File: config.mk
export PLATFORM = sky130hd
export DESIGN_NAME = cipu_seq_ctrl
export DESIGN_NICKNAME = d
export VERILOG_FILES = /design/src/rtl/cipu_pkg.sv /design/src/rtl/cipu_char_buf.sv /design/src/rtl/cipu_seq_ctrl.sv
export SDC_FILE = /design/constraint.sdc
export NUM_CORES = 1
export LEC_CHECK = 0
export CAP_MARGIN = 20
export CELL_PAD_IN_SITES_DETAIL_PLACEMENT = 0
export CELL_PAD_IN_SITES_GLOBAL_PLACEMENT = 1
export CORE_MARGIN = 2
export CORE_UTILIZATION = 57
export CTS_CLUSTER_SIZE = 25
export DETAILED_ROUTE_END_ITERATION = 7
export GPL_TIMING_DRIVEN = 0
export PLACE_DENSITY = 0.89
export SLEW_MARGIN = 10
export SYNTH_ARGS = -nofsm -noshare
export SYNTH_HDL_FRONTEND = slang
export SYNTH_HIERARCHICAL = 1
export SYNTH_SLANG_ARGS = --single-unit
File: constraint.sdc
create_clock -name clk_i -period 6.78 [get_ports clk_i]
set_clock_uncertainty 0.2 [all_clocks]
set_input_delay 1.017 -clock clk_i [delete_from_list [all_inputs] [get_ports clk_i]]
set_output_delay 1.017 -clock clk_i [all_outputs]
set_load 0.1 [all_outputs]
File: src/rtl/cipu_pkg.sv
// Shared constants, state encodings and helpers for the CIPU host sequencer.
package cipu_pkg;

    localparam logic [7:0] CH_DOLLAR = 8'h24;
    localparam logic [7:0] CH_SEMI   = 8'h3B;
    localparam logic [7:0] CH_NUL    = 8'h00;

    typedef enum logic [1:0] {StIdle, StLaunch, StRun} top_state_e;
    typedef enum logic [2:0] {TStream, TPause, TWlifo, TWfifo2, TFin} thing_state_e;
    typedef enum logic [1:0] {PStream, PWait, PFin} people_state_e;

    function automatic logic [5:0] sat_inc(input logic [5:0] v, input logic en);
        return (en && (v != 6'd63)) ? v + 6'd1 : v;
    endfunction

endpackage

File: src/rtl/cipu_char_buf.sv
// Synchronous FIFO with show-ahead read data; clr flushes and overrides push/pop.
module cipu_char_buf #(
    parameter int unsigned Width = 8,
    parameter int unsigned Depth = 32
) (
    input  logic             clk_i,
    input  logic             rst_i,
    input  logic             clr_i,
    input  logic             push_i,
    input  logic             pop_i,
    input  logic [Width-1:0] wdata_i,
    output logic [Width-1:0] rdata_o,
    output logic             full_o,
    output logic             empty_o
);

    localparam int unsigned AddrW = $clog2(Depth);

    logic [Width-1:0] mem_q [Depth];
    logic [AddrW:0]   wr_ptr_q, rd_ptr_q;
    logic             do_push, do_pop;

    // Extra pointer MSB distinguishes full from empty.
    assign empty_o = (wr_ptr_q == rd_ptr_q);
    assign full_o  = (wr_ptr_q[AddrW] != rd_ptr_q[AddrW]) &&
                     (wr_ptr_q[AddrW-1:0] == rd_ptr_q[AddrW-1:0]);
    assign rdata_o = mem_q[rd_ptr_q[AddrW-1:0]];
    assign do_push = push_i && !full_o && !clr_i;
    assign do_pop  = pop_i && !empty_o && !clr_i;

    always_ff @(posedge clk_i or posedge rst_i) begin
        if (rst_i) begin
            wr_ptr_q <= '0;
            rd_ptr_q <= '0;
        end else if (clr_i) begin
            wr_ptr_q <= '0;
            rd_ptr_q <= '0;
        end else begin
            if (do_push) wr_ptr_q <= wr_ptr_q + 1'b1;
            if (do_pop)  rd_ptr_q <= rd_ptr_q + 1'b1;
        end
    end

    always_ff @(posedge clk_i) begin
        if (do_push) mem_q[wr_ptr_q[AddrW-1:0]] <= wdata_i;
    end

endmodule

File: src/rtl/cipu_seq_ctrl.sv
// Host-side CIPU session sequencer: buffers people/thing streams, launches CIPU,
// paces the characters, counts valid cycles and guards every handshake wait.
module cipu_seq_ctrl
    import cipu_pkg::*;
#(
    parameter int unsigned Depth   = 32,
    parameter int unsigned Timeout = 1023
) (
    input  logic       clk_i,
    input  logic       rst_i,
    input  logic       clr_i,
    input  logic       wr_people_i,
    input  logic       wr_thing_i,
    input  logic [7:0] wr_char_i,
    input  logic [3:0] wr_num_i,
    input  logic       start_i,
    output logic       people_full_o,
    output logic       thing_full_o,
    output logic       busy_o,
    output logic       done_o,
    output logic       err_o,
    output logic [5:0] cnt_fifo_o,
    output logic [5:0] cnt_lifo_o,
    output logic [5:0] cnt_fifo2_o,
    output logic       ready_fifo_o,
    output logic       ready_lifo_o,
    output logic [7:0] people_thing_in_o,
    output logic [7:0] thing_in_o,
    output logic [3:0] thing_num_o,
    input  logic       valid_fifo_i,
    input  logic       valid_lifo_i,
    input  logic       valid_fifo2_i,
    input  logic       done_thing_i,
    input  logic       done_fifo_i,
    input  logic       done_lifo_i,
    input  logic       done_fifo2_i
);

    localparam int unsigned TmrW = $clog2(Timeout + 1);

    top_state_e    st_q;
    people_state_e p_st_q;
    thing_state_e  t_st_q;
    logic [TmrW-1:0] tmr_q;
    logic [7:0]  people_q, thing_q;
    logic [3:0]  num_q;
    logic [5:0]  cnt_fifo_q, cnt_lifo_q, cnt_fifo2_q;
    logic        ready_q, done_q, err_q;

    logic [7:0]  p_rdata;
    logic [11:0] t_rdata;
    logic        p_empty, t_empty, p_full, t_full;
    logic        idle, start_ok, buf_clr, p_adv, t_adv, waiting, reload, timeout, end_ok;

    assign idle     = (st_q == StIdle);
    assign start_ok = idle && start_i && !p_empty && !clr_i;
    assign end_ok   = (st_q == StRun) && (p_st_q == PFin) && (t_st_q == TFin);
    assign buf_clr  = (idle && clr_i) || end_ok || timeout;

    cipu_char_buf #(.Width(8), .Depth(Depth)) u_people_buf (
        .clk_i   (clk_i),
        .rst_i   (rst_i),
        .clr_i   (buf_clr),
        .push_i  (wr_people_i && idle),
        .pop_i   (p_adv),
        .wdata_i (wr_char_i),
        .rdata_o (p_rdata),
        .full_o  (p_full),
        .empty_o (p_empty)
    );

    cipu_char_buf #(.Width(12), .Depth(Depth)) u_thing_buf (
        .clk_i   (clk_i),
        .rst_i   (rst_i),
        .clr_i   (buf_clr),
        .push_i  (wr_thing_i && idle),
        .pop_i   (t_adv),
        .wdata_i ({wr_num_i, wr_char_i}),
        .rdata_o (t_rdata),
        .full_o  (t_full),
        .empty_o (t_empty)
    );

    // p_adv/t_adv: load the next entry (or a synthesized '$') at this edge.
    always_comb begin
        p_adv   = 1'b0;
        t_adv   = 1'b0;
        waiting = 1'b0;
        reload  = 1'b0;
        if (st_q == StLaunch) begin
            p_adv = 1'b1;
            t_adv = 1'b1;
        end else if (st_q == StRun) begin
            p_adv   = (p_st_q == PStream) && (people_q != CH_DOLLAR);
            t_adv   = ((t_st_q == TStream) && (thing_q != CH_SEMI) && (thing_q != CH_DOLLAR)) ||
                      ((t_st_q == TPause) && done_thing_i);
            waiting = (p_st_q == PWait) || (t_st_q inside {TPause, TWlifo, TWfifo2});
            reload  = ((p_st_q == PStream) && (people_q == CH_DOLLAR)) ||
                      ((t_st_q == TStream) && ((thing_q == CH_SEMI) || (thing_q == CH_DOLLAR))) ||
                      ((t_st_q == TWlifo) && done_lifo_i);
        end
    end

    assign timeout = waiting && !reload && (tmr_q == TmrW'(1));

    always_ff @(posedge clk_i or posedge rst_i) begin
        if (rst_i) begin
            st_q        <= StIdle;
            p_st_q      <= PStream;
            t_st_q      <= TStream;
            tmr_q       <= '0;
            people_q    <= CH_NUL;
            thing_q     <= CH_NUL;
            num_q       <= '0;
            cnt_fifo_q  <= '0;
            cnt_lifo_q  <= '0;
            cnt_fifo2_q <= '0;
            ready_q     <= 1'b0;
            done_q      <= 1'b0;
            err_q       <= 1'b0;
        end else begin
            ready_q <= 1'b0;
            done_q  <= 1'b0;
            unique case (st_q)
                StIdle: begin
                    if (start_ok) begin
                        st_q        <= StLaunch;
                        ready_q     <= 1'b1;
                        err_q       <= 1'b0;
                        cnt_fifo_q  <= '0;
                        cnt_lifo_q  <= '0;
                        cnt_fifo2_q <= '0;
                    end
                end
                StLaunch: begin
                    st_q   <= StRun;
                    p_st_q <= PStream;
                    t_st_q <= TStream;
                end
                StRun: begin
                    cnt_fifo_q  <= sat_inc(cnt_fifo_q, valid_fifo_i);
                    cnt_lifo_q  <= sat_inc(cnt_lifo_q, valid_lifo_i);
                    cnt_fifo2_q <= sat_inc(cnt_fifo2_q, valid_fifo2_i);
                    if (timeout) begin
                        st_q   <= StIdle;
                        err_q  <= 1'b1;
                        done_q <= 1'b1;
                    end else if (end_ok) begin
                        st_q   <= StIdle;
                        done_q <= 1'b1;
                    end
                    case (p_st_q)
                        PStream: if (people_q == CH_DOLLAR) p_st_q <= PWait;
                        PWait:   if (done_fifo_i) p_st_q <= PFin;
                        default: ;
                    endcase
                    case (t_st_q)
                        TStream: begin
                            if (thing_q == CH_SEMI)        t_st_q <= TPause;
                            else if (thing_q == CH_DOLLAR) t_st_q <= TWlifo;
                        end
                        TPause:  if (done_thing_i) t_st_q <= TStream;
                        TWlifo:  if (done_lifo_i)  t_st_q <= TWfifo2;
                        TWfifo2: if (done_fifo2_i) t_st_q <= TFin;
                        default: ;
                    endcase
                    if (reload) tmr_q <= TmrW'(Timeout);
                    else if (waiting && (tmr_q != '0)) tmr_q <= tmr_q - 1'b1;
                end
                default: st_q <= StIdle;
            endcase
            // Data lines default to NUL whenever an engine is not presenting an entry.
            if (p_adv && !timeout) people_q <= p_empty ? CH_DOLLAR : p_rdata;
            else                   people_q <= CH_NUL;
            if (t_adv && !timeout) begin
                thing_q <= t_empty ? CH_DOLLAR : t_rdata[7:0];
                num_q   <= t_empty ? 4'd0 : t_rdata[11:8];
            end else begin
                thing_q <= CH_NUL;
                num_q   <= '0;
            end
        end
    end

    assign people_full_o     = p_full;
    assign thing_full_o      = t_full;
    assign busy_o            = !idle;
    assign done_o            = done_q;
    assign err_o             = err_q;
    assign cnt_fifo_o        = cnt_fifo_q;
    assign cnt_lifo_o        = cnt_lifo_q;
    assign cnt_fifo2_o       = cnt_fifo2_q;
    assign ready_fifo_o      = ready_q;
    assign ready_lifo_o      = ready_q;
    assign people_thing_in_o = people_q;
    assign thing_in_o        = thing_q;
    assign thing_num_o       = num_q;

endmodule
==> out/qor.yml <==
crit_fanout: 10
numCtsBuffers: 71
grt_overflow_total: 0
coreArea_sq_um: 51200
power.total_uw: 12500
yosysWarnings: 6
cts.sinks: 722
yosysSeqAreaShare_pct: 72.3
async_flop_share_pct: 11.4
place_area_sq_um: 31300
grt_pass1_wl_mm: 102
finalCritPeriodShare_pct: 70.5
yosysUniqueCellTypes: 76
crit_type: "register to primary output"
dp_hpwl_mm: 45.5
crit_path_max_incr_delay_ns: 1.16
htreeDepth: 3
holdCritStartpoint: "err_o"
cts_hold_buf: 0
cp_slowest_cell: "clkdlybuf4s50_1"
gp_congestion: 0.931
cts_setup_buffers: 0
grt_max_degree: 59
grt_antenna_before_repair: 1
postLayoutSetupSlackWorst_ns: 2.00
synth_nets: 1772
num_rows: 83
dp_slack_ns: 1.78
synth_edf_count: 640
drive_gt1_share_pct: 15.8
fin_area_sq_um: 33700
die-height_um: 231
synth_ff_type: "edfxtp_1"
layout_commonest_cell: "edfxtp_1"
most-common-layout-cells: "edfxtp_1, mux2i_1, nor2_1"
power_density_nw_per_um2: 370
area_growth_pct: 14.7
rsz0062_at_grt: "no"
fmax_mhz: 209
first_global_vias: 16338
drtIter0Drc: 1944
vias: 16782
critical_path_required_ns: 5.56
cp_data_arrival_time_ns: 3.56
synth_area_sq_um: 29400
ctsResizeCount: 0
io_pins: 70
remaining_drc_errors: 0
grt.total_usage_pct: 26.2
leakagePower_uw: 0.0112
tns_ns: 0
synth.avg_cell_area_sq_um: 17.0
ys_seq_elements: 722
relSlewSlack_pct: 23.8
ant_nets: 0
cp_cell_sequence: "clkbuf_1 -> xor2_1 -> nor3_2 -> and2_1 -> clkdlybuf4s50_1"
vdd_drop_max_mv: 0.178
initial_core_util_pct: 57.4
tightest_slew_ns: 1.14
final_max_slew_viol_count: 0
finalNetCount: 1957
fp.dieW_um: 231
hold_viol: 0
post-route-min-period_ns: 4.78
clk_pin_slew_ns: 0.06
holdCritPathClass: "register to register"
root_buffer: "clkbuf_16"
cts_tree: "built"
endpoint_kind: "primary output"
critPathLaunchType: "register"
avgViaCountPerCell: 6.34
finalWirelength_mm: 69.4
clkLatencyLatePin_ns: 0.61
post_drt_wl_per_cell_um: 26.2
dr.pass1.iters: 5
r2r_start: "people_thing_in_o[7]"
io_buffers: 69
synthCells: 1728
setup_violations: 0
clockBufferDepth: 3
outcome: "complete, no violations"
die-area_sq_um: 53400
cp-startpoint: "u_people_buf/rd_ptr_q[4]"
insertedDiodeCount: 0
max_cap_viol_count: 0
==> per-stage QoR <==
step / hold WS (ns) / cells / utilization [%]
after floorplan: 0.284 / 1728 / -
after global placement: 0.303 / 2477 / 60.4
after detailed placement: 0.311 / 2502 / 61.1
after CTS: 0.328 / 2628 / 65.6
after global routing: 0.365 / 2646 / 65.9
final: 0.325 / 2646 / 65.9
==> cell usage after synthesis, types with 4 or more instances <==
master	count	area share, %
a21oi_1	35	0.60
a22oi_1	84	2.1
and2_1	8	0.17
buf_1	4	0.051
buf_2	37	0.63
buf_6	6	0.23
clkbuf_1	41	0.52
dfrtp_1	82	7.0
edfxtp_1	640	65
ha_1	19	0.81
inv_1	26	0.33
mux2_2	8	0.31
mux2i_1	195	6.6
mux4_2	80	6.1
nand2_1	62	0.79
nand2b_1	5	0.11
nand3_1	82	1.4
nand3b_1	4	0.10
nand4_1	19	0.40
nor2_1	95	1.2
nor2b_1	5	0.11
nor3_1	22	0.37
nor3b_1	21	0.54
nor4b_1	4	0.12
o211ai_1	7	0.18
o21ai_0	15	0.26
or3_1	10	0.21
xnor2_1	21	0.63
xor2_1	17	0.51
==> sequential cells by signal, summed over array words and instances (netlist names), 3 cells and up <==
name,flops
cnt_fifo2_o,6
cnt_fifo_o,6
cnt_lifo_o,6
people_thing_in_o,8
t_st_q,3
thing_in_o,8
thing_num_o,4
tmr_q,10
u_people_buf/mem_q,256
u_people_buf/rd_ptr_q,6
u_people_buf/wr_ptr_q,6
u_thing_buf/mem_q,384
u_thing_buf/rd_ptr_q,6
u_thing_buf/wr_ptr_q,6
==> power by group <==
group | switching [uW] | leakage [uW] | internal [uW]
combinational | 2260 | 0.00328 | 1220
sequential | 104 | 0.00682 | 5000
clock | 1600 | 0.00114 | 2310
total | 3970 | 0.0112 | 8520
==> routing by layer <==
metal	GRT usage, %	part of all wire, %	up-vias	wire length (um)
met5	0	0.019	-	13
met4	9.23	2.8	2	1930
met3	4.80	10	122	6940
met2	40.9	47	917	32700
met1	37.6	40	8574	27800
li1	-	-	7167	-
==> final cells by class <==
type                    instances  area [sq um]
well taps                     680           851
inverters                      27           104
flip-flops and latches        722         21300
plain buffers                  91           444
repair buffers                112          1120
clock buffers                  91          1960
fillers                      3299         17500
clock inverters                35           353
multi-input cells             888          7630
==> final timing paths <==
check | to | slack, ns | depth (start not counted)
min reg2reg | err_o | 0.32 | 2
max reg2reg | u_thing_buf/mem_q[28][5] | 2.21 | 7
min in group asynchronous | u_thing_buf/wr_ptr_q[4] | 0.77 | 2
max in group asynchronous | people_thing_in_o[4] | 4.94 | 2
min | err_o | 0.32 | 2
max | people_full_o | 2.00 | 5
==> worst max-delay path: cells and delay by family, from the launching register on <==
family	cells	cell delay, ns
buffers and inverters	2	1.79
xor gates and xnor gates	1	0.17
and+or+nand+nor	2	0.67
DFF	1	0.32
==> logic make-up after synthesis <==
kind of cell    synth area share [%]
flops                           72.3
simple gates                    6.54
mux                             13.1
compound gates                  4.18
buf+inv                         1.86
xor+xnor                        1.19
fa+ha+maj                      0.809
Note: power is estimated with default switching activity, not from simulation.
